**src/rtl/scan_pkg.sv**
```systemverilog
// Shared types and helpers for the decoder scan sequencer.
// Holds the FSM state encoding, channel-count constants and the
// next-enabled-channel search used for both in-pass stepping and pass restart.
package scan_pkg;

  localparam int NUM_CH = 4;
  localparam int SEL_W  = 2;

  typedef enum logic [1:0] {
    IDLE = 2'd0,
    SCAN = 2'd1,
    GAP  = 2'd2
  } state_e;

  // Result of a channel search: wrap=1 means no enabled channel lies above
  // the current one, and ch then holds the lowest enabled channel instead.
  typedef struct packed {
    logic             wrap;
    logic [SEL_W-1:0] ch;
  } next_ch_t;

  // Searching above channel NUM_CH-1 always wraps, so the same function
  // also yields the lowest enabled channel of a freshly latched mask.
  function automatic next_ch_t next_enabled(input logic [NUM_CH-1:0] mask,
                                            input logic [SEL_W-1:0]  cur);
    next_ch_t r;
    r.wrap = 1'b1;
    r.ch   = '0;
    // Walk downward so the lowest enabled channel is the survivor.
    for (int i = NUM_CH - 1; i >= 0; i--) begin
      if (mask[i]) r.ch = SEL_W'(i);
    end
    // First enabled channel strictly above cur overrides the wrap candidate.
    for (int i = 0; i < NUM_CH; i++) begin
      if (r.wrap && mask[i] && (i > int'(cur))) begin
        r.ch   = SEL_W'(i);
        r.wrap = 1'b0;
      end
    end
    return r;
  endfunction

endpackage

```
**src/rtl/scan_sequencer_dwell_timer.sv**
```systemverilog
// Loadable down-counter that times one channel's dwell period.
// Ports: clk, rst (async active-high), load + value (count to load),
//        expire (high in the last cycle of the loaded period).
module dwell_timer #(
  parameter int DWELL_W = 8
) (
  input  logic               clk,
  input  logic               rst,
  input  logic               load,
  input  logic [DWELL_W-1:0] value,
  output logic               expire
);

  logic [DWELL_W-1:0] cnt_q;
  logic [DWELL_W-1:0] cnt_d;

  always_comb begin
    cnt_d = cnt_q;
    if (load) begin
      // A zero dwell still gives the channel one full cycle.
      cnt_d = (value == '0) ? DWELL_W'(1) : value;
    end else if (cnt_q != '0) begin
      cnt_d = cnt_q - DWELL_W'(1);
    end
  end

  always_ff @(posedge clk or posedge rst) begin
    if (rst) begin
      cnt_q <= '0;
    end else begin
      cnt_q <= cnt_d;
    end
  end

  // Loaded value N gives N cycles with cnt_q = N..1; expire marks the last.
  assign expire = (cnt_q == DWELL_W'(1));

endmodule

```
**src/rtl/scan_sequencer.sv**
```systemverilog
// Scans a 2-to-4 decoder through the enabled channels, each held for a
// programmable dwell, with a one-cycle E-low gap between channels.
// Ports: clk, rst (async active-high); start/stop/single control;
//        chan_en mask and dwell config; E/I0/I1 decoder drive;
//        busy (SCAN or GAP) and pass_done (one-cycle end-of-pass pulse).
module scan_sequencer
  import scan_pkg::*;
#(
  parameter int DWELL_W = 8
) (
  input  logic               clk,
  input  logic               rst,
  input  logic               start,
  input  logic               stop,
  input  logic               single,
  input  logic [NUM_CH-1:0]  chan_en,
  input  logic [DWELL_W-1:0] dwell,
  output logic               E,
  output logic               I0,
  output logic               I1,
  output logic               busy,
  output logic               pass_done
);

  state_e             state_q,  state_d;
  logic [NUM_CH-1:0]  mask_q,   mask_d;
  logic [DWELL_W-1:0] dwell_q,  dwell_d;
  logic               single_q, single_d;
  logic [SEL_W-1:0]   sel_q,    sel_d;
  logic               e_q,      e_d;
  logic               busy_q,   busy_d;
  logic               pd_q,     pd_d;

  logic               tmr_load;
  logic [DWELL_W-1:0] tmr_val;
  logic               tmr_expire;

  next_ch_t           nxt_cur;  // next channel within the latched mask
  next_ch_t           nxt_new;  // lowest channel of the live chan_en input

  assign nxt_cur = next_enabled(mask_q, sel_q);
  assign nxt_new = next_enabled(chan_en, SEL_W'(NUM_CH - 1));

  dwell_timer #(
    .DWELL_W (DWELL_W)
  ) u_dwell_timer (
    .clk    (clk),
    .rst    (rst),
    .load   (tmr_load),
    .value  (tmr_val),
    .expire (tmr_expire)
  );

  always_comb begin
    state_d  = state_q;
    mask_d   = mask_q;
    dwell_d  = dwell_q;
    single_d = single_q;
    sel_d    = sel_q;
    e_d      = 1'b0;
    pd_d     = 1'b0;
    tmr_load = 1'b0;
    tmr_val  = dwell_q;

    if (stop) begin
      // Abort overrides everything, including a coincident start.
      state_d = IDLE;
    end else begin
      unique case (state_q)
        IDLE: begin
          if (start && (chan_en != '0)) begin
            mask_d   = chan_en;
            dwell_d  = dwell;
            single_d = single;
            sel_d    = nxt_new.ch;
            tmr_load = 1'b1;
            tmr_val  = dwell;
            e_d      = 1'b1;
            state_d  = SCAN;
          end
        end

        SCAN: begin
          e_d = 1'b1;
          if (tmr_expire) begin
            e_d     = 1'b0;
            state_d = GAP;
            // The pulse lands in the GAP cycle that closes the pass.
            pd_d    = nxt_cur.wrap;
          end
        end

        GAP: begin
          if (!nxt_cur.wrap) begin
            sel_d    = nxt_cur.ch;
            tmr_load = 1'b1;
            e_d      = 1'b1;
            state_d  = SCAN;
          end else if (single_q) begin
            state_d = IDLE;
          end else if (chan_en != '0) begin
            // Pass boundary is the only point where new config takes effect.
            mask_d   = chan_en;
            dwell_d  = dwell;
            sel_d    = nxt_new.ch;
            tmr_load = 1'b1;
            tmr_val  = dwell;
            e_d      = 1'b1;
            state_d  = SCAN;
          end else begin
            state_d = IDLE;
          end
        end

        default: state_d = IDLE;
      endcase
    end

    busy_d = (state_d != IDLE);
  end

  always_ff @(posedge clk or posedge rst) begin
    if (rst) begin
      state_q  <= IDLE;
      mask_q   <= '0;
      dwell_q  <= '0;
      single_q <= 1'b0;
      sel_q    <= '0;
      e_q      <= 1'b0;
      busy_q   <= 1'b0;
      pd_q     <= 1'b0;
    end else begin
      state_q  <= state_d;
      mask_q   <= mask_d;
      dwell_q  <= dwell_d;
      single_q <= single_d;
      sel_q    <= sel_d;
      e_q      <= e_d;
      busy_q   <= busy_d;
      pd_q     <= pd_d;
    end
  end

  assign E         = e_q;
  assign I0        = sel_q[0];
  assign I1        = sel_q[1];
  assign busy      = busy_q;
  assign pass_done = pd_q;

endmodule
```
**config.mk**
```make
export PLATFORM = sky130hd
export DESIGN_NAME = scan_sequencer
export DESIGN_NICKNAME = d
export VERILOG_FILES = /design/src/rtl/scan_pkg.sv /design/src/rtl/scan_sequencer_dwell_timer.sv /design/src/rtl/scan_sequencer.sv
export SDC_FILE = /design/constraint.sdc
export NUM_CORES = 1
export LEC_CHECK = 0
export BUFFER_PORTS_ARGS = -buffer_cell sky130_fd_sc_hd__buf_2
export CORE_MARGIN = 2
export CORE_UTILIZATION = 56
export DETAILED_ROUTE_END_ITERATION = 8
export PLACE_DENSITY_LB_ADDON = 0.2
export RECOVER_POWER = 50
export SETUP_SLACK_MARGIN = 0.15
export SLEW_MARGIN = 10
export SYNTH_ARGS = -nofsm -noshare
export SYNTH_HDL_FRONTEND = slang
export SYNTH_SLANG_ARGS = --single-unit
```
**constraint.sdc**
```tcl
create_clock -name clk -period 6.2 [get_ports clk]
set_input_delay 0.31 -clock clk [delete_from_list [all_inputs] [get_ports clk]]
set_output_delay 0.31 -clock clk [all_outputs]
set_load 0.02 [all_outputs]
```
# After elaboration in Yosys (flattened, before gate mapping)
# Cells that the tools add are included.
# totals
regBits	28
in_bits	17
out_inout_bits	5
word_cells	88
# op_classes
n_reduce_logical	16
magnitude_cmp	3
n_eq_ne	9
add_sub_neg	1
muxes	49
bitwise	1
# ops
op	n
$mux W8	8
$mux W2	15
$mux W4	4
$pmux W8 S2	1
$mux W1	13
$mux W3	3
$eq A8 B1 Y1 const B	1
$logic_not A8 Y1	1
$ne A2 B2 Y1 const B	4
$pmux W4 S2	1
$reduce_bool A8 Y1	1
$sub A8 B1 Y8 const B	1
$logic_and A1 B1 Y1	6
$ne A3 B3 Y1 const B	2
$pmux W2 S3	1
$reduce_and A6 Y1	1
$reduce_bool A2 Y1	3
$reduce_and A5 Y1	1
$gt A2 B2 Y1 const A	2
$pmux W2 S2	1
$reduce_bool A4 Y1	1
$pmux W1 S3	1
$reduce_and A3 Y1	1
$eq A2 B1 Y1 const B	1
5 further kinds	5

# Logic depth before layout (Yosys ltp)
# logic_depth
word_depth	17
ltp_mapped	7
ltp_nobuf	7

# Cells and area by module
# From an unflattened synthesis, not the netlist that was laid out.
# hier_totals
cells_unflattened	136
hier_area_um2	1507.7
# modules_own_cells
module	area_per_inst_um2	cells_per_inst	instances	seq_area_each_um2
scan_sequencer	949.7	74	1	475.5
dwell_timer	558.0	62	1	200.2

# Worst setup path after synthesis
# Ideal clock, no wire load.
# synth_timing
kind	register to register
startpoint	register sel_q[1]
endpoint	register u_dwell_timer.cnt_q[2]
path_buffers	1
setup_ps	125
arrival_ps	2072
required_ps	6075
stages_incl_launch_ff	8
synth_period_minus_slack_ps	2196
path_slack_ps	4004
cell_sequence	dfrtp_1 -> o21ba_1 -> or3b_1 -> o21ba_4 -> nand2b_4 -> buf_6 -> mux2_4 -> mux2_2
# synth_via
elab_chain_len	15
word_cells_on_any_way	21
classes_between	order compare: 3; mux: 11; reduce/logical: 7
# synth_rtl
element	line_no	text
start, declared	scan_sequencer.sv:29	logic [SEL_W-1:0] sel_q, sel_d;
start signal, assigned	scan_sequencer.sv:137	sel_q <= sel_d;
$gt A1 B2 Y1	scan_pkg.sv:35	if (r.wrap && mask[i] && (i > int'(cur))) begin
$logic_and A1 B1 Y1	scan_pkg.sv:35	
$mux W3	scan_pkg.sv:35	
$logic_and A1 B1 Y1 (2 in series)	scan_pkg.sv:35	
$mux W3	scan_pkg.sv:35	
$logic_and A1 B1 Y1 (2 in series)	scan_pkg.sv:35	
$mux W3 (*)	scan_pkg.sv:35	
$mux W8	--	
$pmux W8 S2	scan_sequencer.sv:69	unique case (state_q)
$mux W8	--	
$logic_not A8 Y1	scan_sequencer_dwell_timer.sv:21	cnt_d = (value == '0) ? DWELL_W'(1) : value;
$mux W8	scan_sequencer_dwell_timer.sv:21	
$mux W8	scan_sequencer_dwell_timer.sv:19	if (load) begin
end signal, assigned	scan_sequencer_dwell_timer.sv:31	cnt_q <= cnt_d;
end, declared	scan_sequencer_dwell_timer.sv:14	logic [DWELL_W-1:0] cnt_q;
# Every way passes the cells marked *; elsewhere a longest branch is shown, timed or not.
# A chain may end at the register's enable or synchronous reset.

# Worst setup path in the final report
# layout_timing
startpoint	register sel_q[1]
endpoint	register u_dwell_timer.cnt_q[3]
# Same word-level chain as after synthesis.

==> metrics.md <==
| Metric | Value |
|---|---|
| Multiplexer share of the synthesized area | around 16% |
| Final Util | 64.6% |
| MaxCap Viol Count | 0 |
| Top post-synthesis cells by count | dfrtp_1 (27), mux2_2 (13), nor2_1 (12) |
| Congestion Overflow GR | 0 |
| Setup TNS | 0 ns |
| Via count | 1062 |
| Hold_buf cts | 0 |
| Result of the run | finished clean |
| Endpoints failing setup | 0 |
| Synth Flop Type | dfrtp_1 |
| Worst Path Arrival | 2.60 ns |
| Hold WC Path Type | primary input to async pin |
| CP Class | register to register |
| DP HPWL | around 2200 um |
| CP startpoint kind | register |
| Antenna-violating nets left | 0 |
| Clk_lat worst skew | 0.32 ns |
| Mapped Cells | 129 |
| Worst slew pin tran | 1.02 ns |
| Placed instance area | ~1600 um2 |
| Place WS | 3.84 ns |
| Adder-cell share of the synthesized area | under 10% |
| Max-slew headroom | 32.1% |
| Slew Limit Fails | 0 |
| RSZ-0062 raised after global routing | no |
| Req. time, crit path | between 6 and 7 ns |
| Die ar. | 3020 um2 |
| Hold Slack | roughly 0.21 ns |
| Synthesized flop and latch total | 27 |
| Simple-gate share of the synthesized area | 18.2% |
| Seq/Total Area, Yosys | 46.6% |
| Drt total wl | between 2000 and 3000 um |
| Crit path max fanout | 14 |
| Root Driver | clkbuf_4 |
| Largest net degree at the start of global routing | 28 |
| WL per Instance | 15.6 um |
| Top-area cell type share of the netlist area | 46.6% |
| Clock Skew | between 0.006 and 0.007 ns |
| DRT Pass-1 Iters | 4 |
| Max Freq | approximately 420 MHz |
| Clock buffer count from CTS | 3 |
| Gr usage total | 22.1% |
| Count leader, synth | dfrtp_1 |
| Synth area leader | dfrtp_1 |
| Final Cell Area | 1600 um2 |
| Synthesized cell area | ~1500 um2 |
| Initial antenna violation count | 0 |
| Post-CTS Setup Bufs | 0 |
| Synth warnings | 0 |
| Cts repair resizes | 0 |
| CTS tree | built |
| Layout area overhead | 10.3% |
| Via-to-Cell Ratio | 5.84 |
| Final hold violations | 0 |
| Number of flops mapped to enable cells by yosys | 0 |
| Tcrit/Tclk final | 38.5% |
| Largest cells by area after synthesis | dfrtp_1 (47%), mux2_2 (10%), mux2_4 (4.1%) |
| Worst IR Drop VDD | between 200 and 250 uV |
| Asr flop ratio synth | between 90% and 100% |
| Largest family of logic cells by synthesized area | simple AND/OR/NAND/NOR gates |
| Crit path time final | 2.39 ns |
| DRT iter0 DRCs | 18 |
| Port Buf Inserts | 21 |
| Cell Rows | 18 |
| GP Congestion | just over 0.8 |
| Share of post-route cells with drive strength above 1 | 28.9% |
| CP startpoint | sel_q[1] |
| Synth Net Count | roughly 150 |
| Clk buf depth | 2 |
| Die Wd | 54.9 um |
| Core area | 2480 um2 |
| Xor/xnor share of the synthesized area | 2.41% |
| Clk slew on worst S/H paths | 0.14 ns |
| Yosys cell types | 41 |
| DRC viols | 0 |
| Nets | between 150 and 200 |
| Leak Pwr | 0.740 nW |
| R2R Path Start | sel_q[1] |
| First-pass GRT wire length | 4640 um |
| Io pins | 22 |
| Final WS setup | 3.81 ns |
| CTS sink cnt | 27 |
| Mapped Avg Cell Area | around 11 um2 |
| Crit. End Element | register |
| Initial core utilization | 58.6% |
| P per Cell Area | 341 nW/um2 |
| Vias in the first global route | 1014 |
| Synth Area in Compound Gates | between 10% and 20% |
| Ant diodes | 0 |
| H-tree Lvls | 1 |
| Die height | 54.9 um |
==> cell usage in the layout (no fill, tap or decap), drive strengths merged, types with 2 or more instances in the layout <==
cell type,n
dfrtp,27
nand3,2
ha,2
or4,2
xnor2,2
nor4,4
a31oi,3
o21bai,2
or3,2
clkbuf,6
o21ba,2
mux2,17
inv,5
nor2b,5
nand2,2
nor2,12
nor3,4
buf,19
nand3b,2
mux2i,3
a21o,2
xor2,2
a21oi,5
o21ai,2
nand2b,3
a21boi,2
and3,2
o31ai,2
==> where the power goes <==
| part | internal [mW] | switching, mW | total, mW |
|---|---|---|---|
| combinational | 0.104 | 0.0981 | 0.202 |
| sequential | 0.227 | 0.0424 | 0.269 |
| clock | 0.0251 | 0.0503 | 0.0754 |
==> worst paths after layout <==
path	slack [ns]	endpoint	cells past startpoint
worst max-delay path	3.81	u_dwell_timer.cnt_q[3]	5
worst min-delay path	0.21	u_dwell_timer.cnt_q[6]	2
worst max register to register	3.81	u_dwell_timer.cnt_q[3]	5
worst min register to register	0.51	dwell_q[0]	2
max in group asynchronous	5.38	mask_q[2]	2
min in group clk	0.21	dwell_q[0]	3
==> metal layers <==
metal | share of wire, % | GRT usage, % | vias up
met3 | 3.7 | 2.69 | 2
met2 | 49 | 37.5 | 23
met4 | 0.70 | 6.10 | 0
met5 | 0 | 0 | -
met1 | 46 | 29.9 | 515
li1 | - | - | 522
==> registers in the layout, indices dropped and copies added (netlist names) <==
signal,flops
E,1
mask_q,3
u_dwell_timer.cnt_q,8
busy,1
pass_done,1
dwell_q,8
single_q,1
state_q,2
sel_q,2
==> cells by family after synthesis <==
kind of cell | count (synthesis)
AOI/OAI and AO/OA | 24
xor gates and xnor gates | 4
buffers and inverters | 7
DFF | 27
and+or+nand+nor | 45
adders and majority gates | 2
muxes | 20
==> metrics by stage <==
stage | instances | total power [mW]
after floorplan | 129 | 0.424
after global placement | 178 | 0.461
after detailed placement | 178 | 0.475
after CTS | 182 | 0.550
after global routing | 182 | 0.584
final | 182 | 0.546
==> worst max-delay path, stage by stage, from the launching register on <==
cell and delay (ns):
dfrtp_1 0.44, nand2b_1 0.16, a21oi_1 0.26, o31ai_1 0.16, a211oi_2 0.85, mux2_2 0.42
==> final cells by class <==
| class | count | area, um2 |
|---|---|---|
| timing repair buffer | 21 | 103 |
| tap | 30 | 37.5 |
| sequential | 27 | 676 |
| inverter | 5 | 18.8 |
| multi-input combinational | 95 | 741 |
| fill | 209 | 876 |
| clock buffer | 4 | 26.3 |
Note: power is estimated with default switching activity, not from simulation.
